`src/rtl/axis_crc_framer.sv`:
```
// axis_crc_framer: AXI-Stream pass-through that appends an MSB-first CRC trailer to every packet.
// Optional packet counter output pkt_cnt_o is compiled in by defining AXIS_CRC_FRAMER_STATS_EN.
module axis_crc_framer #(
    parameter int DATA_WIDTH = 8,
    parameter int CRC_WIDTH  = 16
) (
    input  logic                  clk_i,
    input  logic                  rstn_i,
    input  logic [CRC_WIDTH-1:0]  poly_i,
    input  logic [CRC_WIDTH-1:0]  init_i,
    input  logic [CRC_WIDTH-1:0]  xorout_i,
    input  logic [DATA_WIDTH-1:0] s_axis_tdata,
    input  logic                  s_axis_tvalid,
    input  logic                  s_axis_tlast,
    output logic                  s_axis_tready,
    output logic [DATA_WIDTH-1:0] m_axis_tdata,
    output logic                  m_axis_tvalid,
    output logic                  m_axis_tlast,
    input  logic                  m_axis_tready,
    output logic [CRC_WIDTH-1:0]  crc_o,
    output logic                  crc_valid_o
`ifdef AXIS_CRC_FRAMER_STATS_EN
    ,
    output logic [31:0]           pkt_cnt_o
`endif
);

    localparam int NCRC = (CRC_WIDTH + DATA_WIDTH - 1) / DATA_WIDTH;
    localparam int PADW = NCRC * DATA_WIDTH;
    localparam int CNTW = $clog2(NCRC + 1);

    typedef enum logic [1:0] {IDLE, DATA, CRC} state_t;

    state_t                state_q, state_d;
    logic [CRC_WIDTH-1:0]  crc_q, crc_d;
    logic [CRC_WIDTH-1:0]  poly_q, poly_d;
    logic [CRC_WIDTH-1:0]  xorout_q, xorout_d;
    logic [CRC_WIDTH-1:0]  crc_out_q, crc_out_d;
    logic                  crc_valid_q, crc_valid_d;
    logic                  m_valid_q, m_valid_d;
    logic [DATA_WIDTH-1:0] m_data_q, m_data_d;
    logic                  m_last_q, m_last_d;
    logic [CNTW-1:0]       cnt_q, cnt_d;

    logic                  load_en;
    logic                  s_ready;
    logic                  s_hs;
    logic                  first_beat;
    logic [CRC_WIDTH-1:0]  poly_eff;
    logic [CRC_WIDTH-1:0]  xorout_eff;
    logic [CRC_WIDTH-1:0]  crc_base;
    logic [CRC_WIDTH-1:0]  crc_upd;
    logic [PADW-1:0]       crc_pad;
    logic [PADW-1:0]       crc_shift;
    logic [DATA_WIDTH-1:0] crc_beat;

    // Galois LFSR, one input bit per iteration, MSB of the beat first.
    function automatic logic [CRC_WIDTH-1:0] crc_step(
        input logic [CRC_WIDTH-1:0]  crc_in,
        input logic [DATA_WIDTH-1:0] data,
        input logic [CRC_WIDTH-1:0]  poly
    );
        logic [CRC_WIDTH-1:0] c;
        logic                 fb;
        c = crc_in;
        for (int i = DATA_WIDTH - 1; i >= 0; i--) begin
            fb = c[CRC_WIDTH-1] ^ data[i];
            c  = {c[CRC_WIDTH-2:0], 1'b0} ^ (fb ? poly : '0);
        end
        return c;
    endfunction

    always_comb begin
        load_en    = !m_valid_q || m_axis_tready;
        s_ready    = rstn_i && (state_q != CRC) && load_en;
        s_hs       = s_ready && s_axis_tvalid;
        first_beat = (state_q == IDLE);
        // The first beat of a packet uses the live configuration; later beats use the sampled copy.
        poly_eff   = first_beat ? poly_i   : poly_q;
        xorout_eff = first_beat ? xorout_i : xorout_q;
        crc_base   = first_beat ? init_i   : crc_q;
        crc_upd    = crc_step(crc_base, s_axis_tdata, poly_eff);
        // Left-justify the final CRC so the last beat is zero-padded in its LSBs.
        crc_pad    = PADW'(crc_out_q) << (PADW - CRC_WIDTH);
        crc_shift  = crc_pad << (int'(cnt_q) * DATA_WIDTH);
        crc_beat   = crc_shift[PADW-1 -: DATA_WIDTH];
    end

    always_comb begin
        state_d     = state_q;
        crc_d       = crc_q;
        poly_d      = poly_q;
        xorout_d    = xorout_q;
        crc_out_d   = crc_out_q;
        crc_valid_d = 1'b0;
        m_valid_d   = m_valid_q;
        m_data_d    = m_data_q;
        m_last_d    = m_last_q;
        cnt_d       = cnt_q;

        if (load_en) begin
            m_valid_d = 1'b0;
        end

        case (state_q)
            IDLE, DATA: begin
                if (s_hs) begin
                    m_valid_d = 1'b1;
                    m_data_d  = s_axis_tdata;
                    m_last_d  = 1'b0;
                    crc_d     = crc_upd;
                    if (first_beat) begin
                        poly_d   = poly_i;
                        xorout_d = xorout_i;
                    end
                    if (s_axis_tlast) begin
                        state_d     = CRC;
                        crc_out_d   = crc_upd ^ xorout_eff;
                        crc_valid_d = 1'b1;
                        cnt_d       = '0;
                    end else begin
                        state_d = DATA;
                    end
                end
            end
            CRC: begin
                if (load_en && (cnt_q != CNTW'(NCRC))) begin
                    m_valid_d = 1'b1;
                    m_data_d  = crc_beat;
                    m_last_d  = (cnt_q == CNTW'(NCRC - 1));
                    cnt_d     = cnt_q + CNTW'(1);
                end
                // Only the final CRC beat ever carries tlast, so its handshake closes the packet.
                if (m_valid_q && m_axis_tready && m_last_q) begin
                    state_d = IDLE;
                    cnt_d   = '0;
                end
            end
            default: begin
                state_d = IDLE;
                cnt_d   = '0;
            end
        endcase
    end

    always_ff @(posedge clk_i or negedge rstn_i) begin
        if (!rstn_i) begin
            state_q     <= IDLE;
            crc_q       <= '0;
            poly_q      <= '0;
            xorout_q    <= '0;
            crc_out_q   <= '0;
            crc_valid_q <= 1'b0;
            m_valid_q   <= 1'b0;
            m_data_q    <= '0;
            m_last_q    <= 1'b0;
            cnt_q       <= '0;
        end else begin
            state_q     <= state_d;
            crc_q       <= crc_d;
            poly_q      <= poly_d;
            xorout_q    <= xorout_d;
            crc_out_q   <= crc_out_d;
            crc_valid_q <= crc_valid_d;
            m_valid_q   <= m_valid_d;
            m_data_q    <= m_data_d;
            m_last_q    <= m_last_d;
            cnt_q       <= cnt_d;
        end
    end

`ifdef AXIS_CRC_FRAMER_STATS_EN
    logic [31:0] pkt_cnt_q;

    always_ff @(posedge clk_i or negedge rstn_i) begin
        if (!rstn_i) begin
            pkt_cnt_q <= '0;
        end else if ((state_q == CRC) && m_valid_q && m_axis_tready && m_last_q) begin
            pkt_cnt_q <= pkt_cnt_q + 32'd1;
        end
    end

    assign pkt_cnt_o = pkt_cnt_q;
`endif

    assign s_axis_tready = s_ready;
    assign m_axis_tdata  = m_data_q;
    assign m_axis_tvalid = m_valid_q;
    assign m_axis_tlast  = m_last_q;
    assign crc_o         = crc_out_q;
    assign crc_valid_o   = crc_valid_q;

endmodule

```
`config.mk`:
```
export PLATFORM = sky130hd
export DESIGN_NAME = axis_crc_framer
export DESIGN_NICKNAME = d
export VERILOG_FILES = /design/src/rtl/axis_crc_framer.sv
export SDC_FILE = /design/constraint.sdc
export NUM_CORES = 1
export LEC_CHECK = 0
export CAP_MARGIN = 20
export CORE_ASPECT_RATIO = 1.5
export CORE_MARGIN = 4
export CORE_UTILIZATION = 62
export DETAILED_ROUTE_END_ITERATION = 7
export GPL_ROUTABILITY_DRIVEN = 0
export PLACE_DENSITY_LB_ADDON = 0.25
export SYNTH_ARGS = -nofsm -noshare
export SYNTH_HDL_FRONTEND = slang
export SYNTH_SLANG_ARGS = --single-unit
```
`constraint.sdc`:
```
create_clock -name clk_i -period 10.04 [get_ports clk_i]
set_input_delay 2.008 -clock clk_i [delete_from_list [all_inputs] [get_ports clk_i]]
set_output_delay 2.008 -clock clk_i [all_outputs]
set_load 0.005 [all_outputs]
```
==> impl_metrics.ini <==
[yosys]
synth_seq_area_share_pct = 28.0
synth_cells = 791
avgSynthCellArea_um2 = 8.92
synth-compound-area-share_pct = 22.4
synth_cell_types = 76
synthXorXnorAreaFrac_pct = 13.5
yosys.area.top_type = dfrtp_1
synth_fa_ha_area_share_pct = 0.355
synthSimpleGateAreaFrac_pct = 20.4
synth_enable_flop_cells = 0
async_flop_share_pct = 100
synth_area_leaders = dfrtp_1 28%, xnor2_1 7.9%, mux2_2 6.5%
yosysTopAreaCellShare_pct = 28.0
synth_seq_cells = 79
synthesis.nets = 854
synth.most_common_cell = nand2_1
yosys-mux-area-fraction_pct = 11.8
synth_top_family_by_area = compound AO/OA/AOI/OAI gates
ys.flop_type = dfrtp_1
syn_area_um2 = 7050
ys_warn_count = 0
synthTopCellsByCount = 81 x nand2_1, 79 x dfrtp_1, 68 x nor2_1, 64 x xnor2_1, 47 x o21ai_0

[cells_and_area]
seq_area_um2 = 1980
num_antenna_cells = 0
drive_gt1_share_pct = 10.9
area_growth_pct = 17.8
multi_input_area_um2 = 4840
nets = 920
num-fill-cells = 779

[hold_path]
hold_class = reg -> reg

[worst_setup_path]
worstPathMaxFanout = 25
cpMaxStageDelayCell = a21boi_2
crit_arrival_ps = 7910
worst-path-buf-inv = 1
critPathRequiredTime_ps = 10270
cp_cell_sequence = clkdlybuf4s50_1 > or3b_1 > nand2_2 > nand2_1 > o32ai_1 > nor2_1 > a211oi_1 > a2bb2oi_1 > a21oi_1 > o31ai_1 > a21boi_2 > nor4_1 > or4_1 > and4_1 > a221o_1
crit_type = in -> reg
critPathTopFamily = compound AO/OA/AOI/OAI gates
start_kind = input pin
cpPeakStageDelay_ps = 850
end_kind = register

[placement]
hpwlAfterDp_um = 15700
portBuffers = 88

[clocking]
clock_sinks = 79
postCtsSetupBuffers = 0
clk_latency_ps = 350
h-tree-depth = 3
clockBufferDepth = 2
root_buffer = clkbuf_16
post_cts_resized = 0
cts.clk_slew.worst_paths_ps = 60
cts_buffers = 9
cts_tree = done
cts_hold_buf = 0

[sta]
fmax_mhz = 130
post-route-min-period_ps = 7680
slew_viol_final = 0
slew_headroom_pct = 28.5
setup_tns_ps = 0
worst_pin_slew_ps = 1070
setup_viol = 0
rsz0062_at_grt = no
final_hold_viol_count = 0
min_period_over_period_pct = 76.5
fin_worst_skew_ps = 10.9

[status]
status = finished clean

[routing]
ant_nets = 0
num_vias = 6987
drc = 0
wl_per_cell_um = 21.4
first_pass_iters = 6
drtIter0Drc = 758
finalWirelength_um = 21600
vias_per_cell = 6.92

[floorplan]
coreArea_um2 = 11100
die-height_um = 139
ioPinCount = 89
die_area_um2 = 13200
die_x_um = 95.1
initial_core_util_pct = 63.5
rows = 47

[flow_run]
drv_cap = 0

[global_routing]
gr-usage-met1_pct = 42.2
grt_use_met2_pct = 52.7
grt_pass1_vias = 6718
grt_max_degree = 81
grt_use_total_pct = 32.5
met3_usage_pct = 5.32
grt_pass1_wl_um = 34100
top_usage_layer = met2
gr-total-overflow = 0
antenna_found_initial = 0
metrics by stage:
stage	hold WS (ps)	util (%)	worst slack, ps	area (µm²)	std cells
4_1_cts	479	74.3	2630	8260	1007
6_report	478	74.7	2360	8310	1009
3_5_place_dp	469	71.8	2270	7990	991
5_1_grt	502	74.7	2030	8310	1009
3_3_place_gp	460	71.7	2400	7970	989
2_1_floorplan	444	-	3920	7050	791
registers in the layout (all words and copies together) (netlist names):
register	cells
crc_valid_o	1
m_axis_tdata	8
m_axis_tvalid	1
cnt_q	2
state_q	2
crc_q	16
xorout_q	16
poly_q	16
m_axis_tlast	1
crc_o	16
worst paths after layout:
path                            start    endpoint  slack, ps  depth (start not counted)
setup / recovery           poly_i[15]    crc_o[4]       2360                         15
hold / removal              crc_q[12]   crc_q[12]        480                          1
setup reg to reg           state_q[1]    crc_o[4]       3590                         14
hold reg to reg             crc_q[12]   crc_q[12]        480                          1
max in group asynchronous      rstn_i   poly_q[5]       7860                          2
min in group asynchronous      rstn_i  poly_q[11]       1580                          1
cells in the final DEF (no fill, tap or decap), types with 13 or more instances in the layout:
master,Yosys,routed
nor4_1,13,13
xnor2_1,64,64
clkdlybuf4s50_1,0,87
mux2i_1,37,37
o211ai_1,13,13
o211a_1,21,21
nand3_1,19,19
nor2_1,68,68
a21oi_1,23,23
nand2_1,81,81
nor3_1,18,17
dfrtp_1,79,79
o21ai_0,47,47
mux2_2,41,41
per-layer routing:
metal,vias up,wire [µm]
met5,-,0
met4,0,945
met3,98,1890
met2,497,10600
met1,3286,8100
li1,3106,-
area by class of cell:
type                            instances  share of cell area, %
Multi-Input combinational cell        660                   58.3
Sequential cell                        79                   23.8
Timing Repair Buffer                  100                   12.1
Clock buffer                           10                   2.76
Tap cell                              147                   2.21
Clock inverter                          6                  0.542
Inverter                                7                  0.316
cell families (layout without fill, tap and decap cells):
logic type	after synthesis	after routing
simple gates	276	276
compound gates	216	216
xor+xnor	88	88
flops	79	79
mux	78	78
buf+inv	52	123
fa+ha+maj	2	2
Power is not shown: default switching activity piles up to over one toggle a cycle in this logic, so the estimate is an artifact.
